[config.mk]
export PLATFORM = sky130hd
export DESIGN_NAME = pwm_fade_ctrl
export DESIGN_NICKNAME = d
export VERILOG_FILES = /design/src/rtl/pwm_ctrl_pkg.sv /design/src/rtl/pwm_period_timer.sv /design/src/rtl/pwm_fade_ctrl.sv
export SDC_FILE = /design/constraint.sdc
export NUM_CORES = 1
export LEC_CHECK = 0
export BUFFER_PORTS_ARGS = -buffer_cell sky130_fd_sc_hd__buf_2
export CAP_MARGIN = 20
export CORE_UTILIZATION = 50
export CTS_CLUSTER_DIAMETER = 30
export CTS_CLUSTER_SIZE = 24
export DETAILED_ROUTE_END_ITERATION = 12
export PLACE_DENSITY = 0.66
export SYNTH_ARGS = -nofsm -noshare
export SYNTH_HDL_FRONTEND = slang
export SYNTH_SLANG_ARGS = --single-unit
[constraint.sdc]
create_clock -name clk -period 5.5 [get_ports clk]
set_clock_uncertainty 0.2 [all_clocks]
set_input_delay 0.55 -clock clk [delete_from_list [all_inputs] [get_ports clk]]
set_output_delay 0.55 -clock clk [all_outputs]
set_load 0.02 [all_outputs]
[src/rtl/pwm_ctrl_pkg.sv]
// rtl/pwm_ctrl_pkg.sv - shared types and constants for the PWM fade controller
package pwm_ctrl_pkg;

  localparam int DUTY_W           = 8;
  localparam int CLK_DIV_TRIG_DEF = 12;
  localparam int PWM_STEPS        = 1 << DUTY_W;
  localparam int PERIOD_CLKS_DEF  = (CLK_DIV_TRIG_DEF + 1) * PWM_STEPS;

  typedef enum logic [1:0] {
    ST_IDLE = 2'd0,
    ST_WAIT = 2'd1,
    ST_STEP = 2'd2,
    ST_DONE = 2'd3
  } fade_state_t;

  // A zero step or interval would stall the fade, so it is promoted to one.
  function automatic logic [DUTY_W-1:0] at_least_one(input logic [DUTY_W-1:0] v);
    return (v == '0) ? DUTY_W'(1) : v;
  endfunction

endpackage

[src/rtl/pwm_period_timer.sv]
// rtl/pwm_period_timer.sv - free-running prescaler and 8-bit PWM period counter
// Mirrors the PWM output stage counter so period_tick marks its last clk of a period.
module pwm_period_timer
  import pwm_ctrl_pkg::*;
#(
  parameter int CLK_DIV_TRIG = CLK_DIV_TRIG_DEF
) (
  input  logic clk,
  input  logic rst_n,
  output logic period_tick
);

  localparam int CW = (CLK_DIV_TRIG > 0) ? $clog2(CLK_DIV_TRIG + 1) : 1;

  logic [CW-1:0]     clk_cnt;
  logic [DUTY_W-1:0] pwm_cnt;
  logic              clk_term;

  assign clk_term = (clk_cnt == CW'(CLK_DIV_TRIG));

  always_ff @(posedge clk or negedge rst_n) begin
    if (!rst_n) begin
      clk_cnt <= '0;
      pwm_cnt <= '0;
    end else if (clk_term) begin
      clk_cnt <= '0;
      pwm_cnt <= pwm_cnt + 1'b1;
    end else begin
      clk_cnt <= clk_cnt + 1'b1;
    end
  end

  assign period_tick = clk_term && (pwm_cnt == '1);

endmodule

[src/rtl/pwm_fade_ctrl.sv]
// rtl/pwm_fade_ctrl.sv - ramps the PWM duty toward a commanded target on period boundaries
// Optional breathing mode is built when PWM_FADE_LOOP_EN is defined.
module pwm_fade_ctrl
  import pwm_ctrl_pkg::*;
#(
  parameter int CLK_DIV_TRIG = CLK_DIV_TRIG_DEF
) (
  input  logic              clk,
  input  logic              rst_n,
  input  logic              cmd_valid,
  output logic              cmd_ready,
  input  logic [DUTY_W-1:0] cmd_target,
  input  logic [DUTY_W-1:0] cmd_step,
  input  logic [DUTY_W-1:0] cmd_interval,
  input  logic              cmd_loop,
  input  logic              abort,
  output logic [DUTY_W-1:0] duty,
  output logic              period_tick,
  output logic              busy,
  output logic              done
);

  fade_state_t       state, state_nxt;
  logic [DUTY_W-1:0] duty_q, target_q, step_q, ivl_q, ivl_cnt;
  logic [DUTY_W-1:0] step_duty;
  logic [DUTY_W:0]   diff;
  logic              going_up, accept, step_now, reached, loop_active;

  pwm_period_timer #(
    .CLK_DIV_TRIG(CLK_DIV_TRIG)
  ) u_timer (
    .clk        (clk),
    .rst_n      (rst_n),
    .period_tick(period_tick)
  );

`ifdef PWM_FADE_LOOP_EN
  logic              loop_q;
  logic [DUTY_W-1:0] start_q;
  assign loop_active = loop_q;
`else
  logic unused_cmd_loop;
  assign unused_cmd_loop = cmd_loop;
  assign loop_active     = 1'b0;
`endif

  assign accept   = (state == ST_IDLE) && cmd_valid;
  assign step_now = (state == ST_WAIT) && !abort && period_tick && (ivl_cnt == DUTY_W'(1));
  assign reached  = (duty_q == target_q);

  // Saturate at the target so a large step never overshoots it.
  always_comb begin
    going_up  = (target_q > duty_q);
    diff      = going_up ? ({1'b0, target_q} - {1'b0, duty_q})
                         : ({1'b0, duty_q} - {1'b0, target_q});
    step_duty = duty_q;
    if (diff <= {1'b0, step_q}) begin
      step_duty = target_q;
    end else if (going_up) begin
      step_duty = duty_q + step_q;
    end else begin
      step_duty = duty_q - step_q;
    end
  end

  always_ff @(posedge clk or negedge rst_n) begin
    if (!rst_n) begin
      state <= ST_IDLE;
    end else begin
      state <= state_nxt;
    end
  end

  always_comb begin
    state_nxt = state;
    case (state)
      ST_IDLE: begin
        if (cmd_valid) begin
          state_nxt = (cmd_target == duty_q) ? ST_DONE : ST_WAIT;
        end
      end
      ST_WAIT: begin
        if (abort) begin
          state_nxt = ST_IDLE;
        end else if (period_tick && (ivl_cnt == DUTY_W'(1))) begin
          state_nxt = ST_STEP;
        end
      end
      ST_STEP: begin
        if (abort) begin
          state_nxt = ST_IDLE;
        end else if (reached && !loop_active) begin
          state_nxt = ST_DONE;
        end else begin
          state_nxt = ST_WAIT;
        end
      end
      ST_DONE: state_nxt = ST_IDLE;
      default: state_nxt = ST_IDLE;
    endcase
  end

  always_comb begin
    cmd_ready = (state == ST_IDLE);
    busy      = (state != ST_IDLE);
    done      = (state == ST_DONE) && !abort;
  end

  // The new duty is registered on the tick edge so it lands as pwm_cnt wraps to 0.
  always_ff @(posedge clk or negedge rst_n) begin
    if (!rst_n) begin
      duty_q   <= '0;
      target_q <= '0;
      step_q   <= '0;
      ivl_q    <= '0;
      ivl_cnt  <= '0;
    end else begin
      if (accept) begin
        target_q <= cmd_target;
        step_q   <= at_least_one(cmd_step);
        ivl_q    <= at_least_one(cmd_interval);
        ivl_cnt  <= at_least_one(cmd_interval);
      end else if (step_now) begin
        duty_q <= step_duty;
      end else if ((state == ST_WAIT) && !abort && period_tick) begin
        ivl_cnt <= ivl_cnt - 1'b1;
      end else if ((state == ST_STEP) && !abort) begin
        ivl_cnt <= ivl_q;
`ifdef PWM_FADE_LOOP_EN
        if (reached && loop_q) begin
          target_q <= start_q;
        end
`endif
      end
    end
  end

`ifdef PWM_FADE_LOOP_EN
  always_ff @(posedge clk or negedge rst_n) begin
    if (!rst_n) begin
      loop_q  <= 1'b0;
      start_q <= '0;
    end else if (accept) begin
      loop_q  <= cmd_loop;
      start_q <= duty_q;
    end else if ((state == ST_STEP) && !abort && reached && loop_q) begin
      start_q <= target_q;
    end
  end
`endif

  assign duty = duty_q;

endmodule

After elaboration in Yosys (flattened, before gate mapping)
Index checks and enable logic that the tools add are counted.
W data, S select, Z words.

operators by class
  bitwise operators = 1
  magnitude comparators = 2
  muxes and demuxes = 17
  add/subtract/negate cells = 7
  eq/ne operators = 11
  reduce and logical (&&, ||, !) cells = 17

operators by type and width
  kind                   number
  $mux W8                8
  $sub A8 B8 Y9          2
  $eq A8 B8 Y1           2
  $logic_not A8 Y1       2
  $mux W2                6
  $le A9 B8 Y1           1
  $mux W9                1
  $add A8 B1 Y8 const B  1
  $add A8 B8 Y8          1
  $eq A8 B1 Y1 const B   1
  $eq A8 B8 Y1 const B   1
  $gt A8 B8 Y1           1
  $logic_and A1 B1 Y1    8
  $pmux W2 S4            1
  $sub A8 B1 Y8 const B  1
  $sub A8 B8 Y8          1
  $reduce_and A2 Y1      3
  $add A4 B1 Y4 const B  1
  $eq A2 B2 Y1 const B   2
  $eq A4 B4 Y1 const B   1
  $mux W4                1
  $ne A2 B2 Y1 const B   2
  $ne A3 B2 Y1 const B   1
  $reduce_bool A3 Y1     1
  other kinds (5)        5

storage, ports and cells
  output and inout bits = 12
  register bits after elaboration = 54

Logic depth before layout (Yosys ltp)
  word-level depth = 6
  mapped depth = 21
  gate-level depth less buffers = 17

Hierarchy
Synthesis repeated with hierarchy kept, for this count alone.

second synthesis, totals
  cells, all modules = 444
  area total of the unflattened synthesis = 3866.2 µm²

by module, submodules not included
  module            area each (µm²)  times used  cells an instance  sequential area each (µm²)
  pwm_fade_ctrl     3326.9           1           396                1051.0
  pwm_period_timer  539.3            1           48                 300.3

Worst setup path before layout
OpenSTA, ideal clock, no wires.

  kind = flip-flop to flip-flop
  start point = register duty_q[1], in the netlist duty[1]
  end point = register duty_q[0], in the netlist duty[0]
  stages on the path, launching flop included = 20
  library setup time = 126 ps
  setup slack = 1316 ps
  data arrival time = 3857 ps
  path buffers = 2
  period minus slack after synthesis = 4184 ps
  data required time = 5174 ps
  cells stage by stage = dfrtp_1 -> inv_1 -> ha_1 -> nor2b_1 -> o2111ai_1 -> a211oi_2 -> or2_1 -> buf_6 -> mux2i_1 -> a31oi_1 -> xnor2_1 -> ha_1 -> a21oi_1 -> o21ai_0 -> a21o_1 -> o21ai_0 -> o311ai_4 -> buf_6 -> o21ai_0 -> o22ai_1

between the ends
  longest elaborated chain between the ends = 4
  elaborated cells between the ends (all ways) = 7

ends and longest elaborated chain
  item                                         line                  RTL
  start: declaration                           pwm_fade_ctrl.sv:24   logic [DUTY_W-1:0] duty_q, target_q, step_q, ivl_q, ivl_cnt;
  start signal: assignment                     pwm_fade_ctrl.sv:124  duty_q <= step_duty;
  $sub A8 B8 Y9, or another cell as far along  pwm_fade_ctrl.sv:55   : ({1'b0, duty_q} - {1'b0, target_q});
  $mux W9                                      pwm_fade_ctrl.sv:54   diff = going_up ? ({1'b0, target_q} - {1'b0, duty_q})
  $le A9 B8 Y1                                 pwm_fade_ctrl.sv:57   if (diff <= {1'b0, step_q}) begin
  $mux W8 *                                    pwm_fade_ctrl.sv:57

Every way passes the cells marked *; elsewhere a longest branch is shown, timed or not.
A chain may end at the register's enable or synchronous reset.

Worst setup path in the final report
  start point = register duty_q[1], in the netlist duty[1]
  end point = register duty_q[2], in the netlist duty[2]

Same word-level chain as after synthesis.

==> metrics.md <==
| Metric | Value |
|---|---|
| DR WL/cell | `14.3 µm` |
| Met2 Resource Use GR | `0.344` |
| Critical setup path kind | `register to register` |
| Sequential share of the synthesized area | `0.349` |
| DR iter-0 viols | `173` |
| Pleak | `2.02 nW` |
| GR peak layer | `met2` |
| Layout cell share with drive strength beyond 1 | `0.115` |
| Synthesized area | `3870 µm²` |
| Post-synthesis register bit count | `54` |
| Top FF cell, synth | `dfrtp_1` |
| Die footprint | `8100 µm²` |
| Final ANT Viol Nets | `0` |
| Worst-path clk slew | `0.11 ns` |
| Largest net degree at the start of global routing | `55` |
| Pre-antenna DRT Iters | `4` |
| Setup crit end kind | `register` |
| Met3 Usage GRT | `0.0288` |
| IO buf count | `39` |
| R2r endpoint | `duty[2]$_DFFE_PN0P_` |
| Slew HR | `0.534` |
| Hold Path Class | `primary input to async pin` |
| Wirelength, routed | `8390 µm` |
| H-tree lvl count | `2` |
| Ant. Diodes | `0` |
| RR Startpoint | `duty[1]$_DFFE_PN0P_` |
| Crit path launch type | `register` |
| Nets@finish | `557` |
| Min Tclk post-route | `4.92 ns` |
| Detailed-route DRC error count | `0` |
| Setup TNS | `0 ns` |
| Area delta synth->final | `9.63%` |
| Yosys warns | `0` |
| Fin crit share | `0.894` |
| Post-synth EDFFs | `0` |
| Final setup viols | `0` |
| Hold buffer count at cts | `0` |
| Clock latency on the worst-skew pair | `0.32 ns` |
| Worst Path Required | `5.50 ns` |
| Vias/cell | `5.40` |
| Worst Path Max Fanout | `15` |
| Vias in the first global route | `2980` |
| Highest Clock Rate | `203 MHz` |
| First-pass GRT wire length | `14300 µm` |
| RSZ-0062 raised after global routing | `false` |
| Syn Area/Cell | `8.54 µm²` |
| Final Max Tran Viols | `0` |
| Antenna violations before repair | `0` |
| Initial Util | `0.525` |
| Worst Tran Pin Value | `0.697 ns` |
| Pwr Total | `2.16 mW` |
| Clk buf depth | `2` |
| # clock sinks | `54` |
| Die Span Y | `90.0 µm` |
| Row count | `31` |
| Aggregate global routing overflow | `0` |
| Post-CTS Resized | `0` |
| Chip Width | `90.0 µm` |
| Critical path arrival | `4.92 ns` |
| Num ports | `41` |
| Distinct cells, synth | `46` |
| Routed via count | `3173` |
| CTS tree | `built` |
| Clk root buf | `clkbuf_8` |
| Max-cap check violation count | `0` |
| Total CTS buffers | `5` |
| Setup Buffers After CTS | `0` |
| FF-to-FF path depth | `17` |
| R2R Setup Slk | `0.58 ns` |
| Detailed Place HPWL | `6370 µm` |
| Tot GR Track Use | `0.218` |
| CORE AREA | `7370 µm²` |
| Max IR drop VDD | `290 µV` |
| Status | `completed` |
| Power Dens Cells | `508 nW/µm²` |
| Routability cong. | `0.906` |
| Ys async rst share | `1.00` |
| GRT met1 Usage | `0.321` |
| Final Hold Fails | `0` |
| Post-synth net total | `522` |
| Mapped Cells | `453` |
==> per-stage QoR <==
stage / cells / hold slack, ns / utilization / area (µm²) / worst slack, ns
4_1_cts: 587 / 0.181 / 0.575 / 4240 / 0.603
3_5_place_dp: 579 / 0.261 / 0.560 / 4130 / 0.649
5_1_grt: 588 / 0.221 / 0.576 / 4240 / 0.161
6_report: 588 / 0.156 / 0.576 / 4240 / 0.582
3_3_place_gp: 579 / 0.254 / 0.560 / 4130 / 0.729
2_1_floorplan: 453 / 0.0544 / - / 3870 / 1.32
==> cell families (layout without fill, tap and decap cells) <==
| group | count (synthesis) | in the layout | share of synthesized area |
|---|---|---|---|
| AOI/OAI and AO/OA | 111 | 111 | 0.176 |
| muxes | 8 | 8 | 0.0210 |
| and+or+nand+nor | 147 | 147 | 0.169 |
| buffers and inverters | 53 | 89 | 0.0592 |
| adders and majority gates | 40 | 40 | 0.135 |
| xor gates and xnor gates | 40 | 40 | 0.0905 |
| DFF | 54 | 54 | 0.349 |
==> placed cells by master (no fill, tap or decap), types with 3 or more instances in the layout <==
master,count
a21o_1,11
a21oi_1,32
a31oi_1,6
and2_1,6
buf_2,39
buf_4,4
clkbuf_8,5
dfrtp_1,54
fa_1,3
ha_1,37
inv_1,38
mux2i_1,7
nand2_1,63
nand3_1,12
nand4_1,6
nor2_1,35
nor2b_1,6
nor3_1,6
nor4_1,6
o21ai_0,38
o22ai_1,5
xnor2_1,25
xor2_1,15
==> worst max-delay path: stages, from the launching register on <==
cell and delay [ns]:
dfrtp_1 0.56, inv_1 0.14, ha_1 0.34, nor2b_1 0.18, o2111ai_1 0.19, a211oi_2 0.36, or2_1 0.56, mux2i_1 0.35
a31oi_1 0.14, xnor2_1 0.15, ha_1 0.29, a21oi_1 0.13, o21ai_0 0.11, a21o_1 0.19, o21ai_0 0.29, o311ai_4 0.30
o21ai_0 0.24, o22ai_1 0.09
==> power breakdown <==
part | internal, mW | switching, mW
sequential | 0.502 | 0.102
combinational | 0.561 | 0.719
clock | 0.136 | 0.136
==> metal layers <==
layer | vias to the layer above | share of wire
met3 | 7 | 0.040
met1 | 1481 | 0.51
met4 | 0 | 0.0086
li1 | 1618 | -
met5 | - | 0
met2 | 67 | 0.44
==> sequential cells by signal, indices dropped and copies added (netlist names) <==
signal,count
ivl_cnt,8
state,2
step_q,8
u_timer.pwm_cnt,8
ivl_q,8
duty,8
target_q,8
u_timer.clk_cnt,4
==> cell usage after synthesis, types with 7 or more instances <==
library cell  count  area (µm²)
a21o_1           11        82.6
a21oi_1          32         160
dfrtp_1          54        1350
ha_1             37         463
inv_1            38         143
mux2i_1           7        70.1
nand2_1          63         236
nand3_1          12        60.1
nor2_1           35         131
o21ai_0          38         190
xnor2_1          25         219
xor2_1           15         131
==> worst max-delay path by stage <==
stage | startpoint | end | slack, ns | cells after the start
after global routing | duty[1]$_DFFE_PN0P_ | duty[0]$_DFFE_PN0P_ | 0.16 | 17
after detailed placement | duty[1]$_DFFE_PN0P_ | duty[2]$_DFFE_PN0P_ | 0.65 | 17
final | duty[1]$_DFFE_PN0P_ | duty[2]$_DFFE_PN0P_ | 0.58 | 17
after floorplan | duty[1]$_DFFE_PN0P_ | duty[0]$_DFFE_PN0P_ | 1.32 | 19
after CTS | duty[1]$_DFFE_PN0P_ | duty[2]$_DFFE_PN0P_ | 0.60 | 17
after global placement | duty[1]$_DFFE_PN0P_ | duty[0]$_DFFE_PN0P_ | 0.73 | 17
==> final cells by class <==
type                    count  area, µm²
repair buffers             43        225
well taps                  99        124
clock buffers               6       72.6
multi-input cells         346       2290
fillers                   698       3130
clock inverters             2       37.5
flip-flops and latches     54       1350
inverters                  38        143
Power figures use the tool's default switching activity.
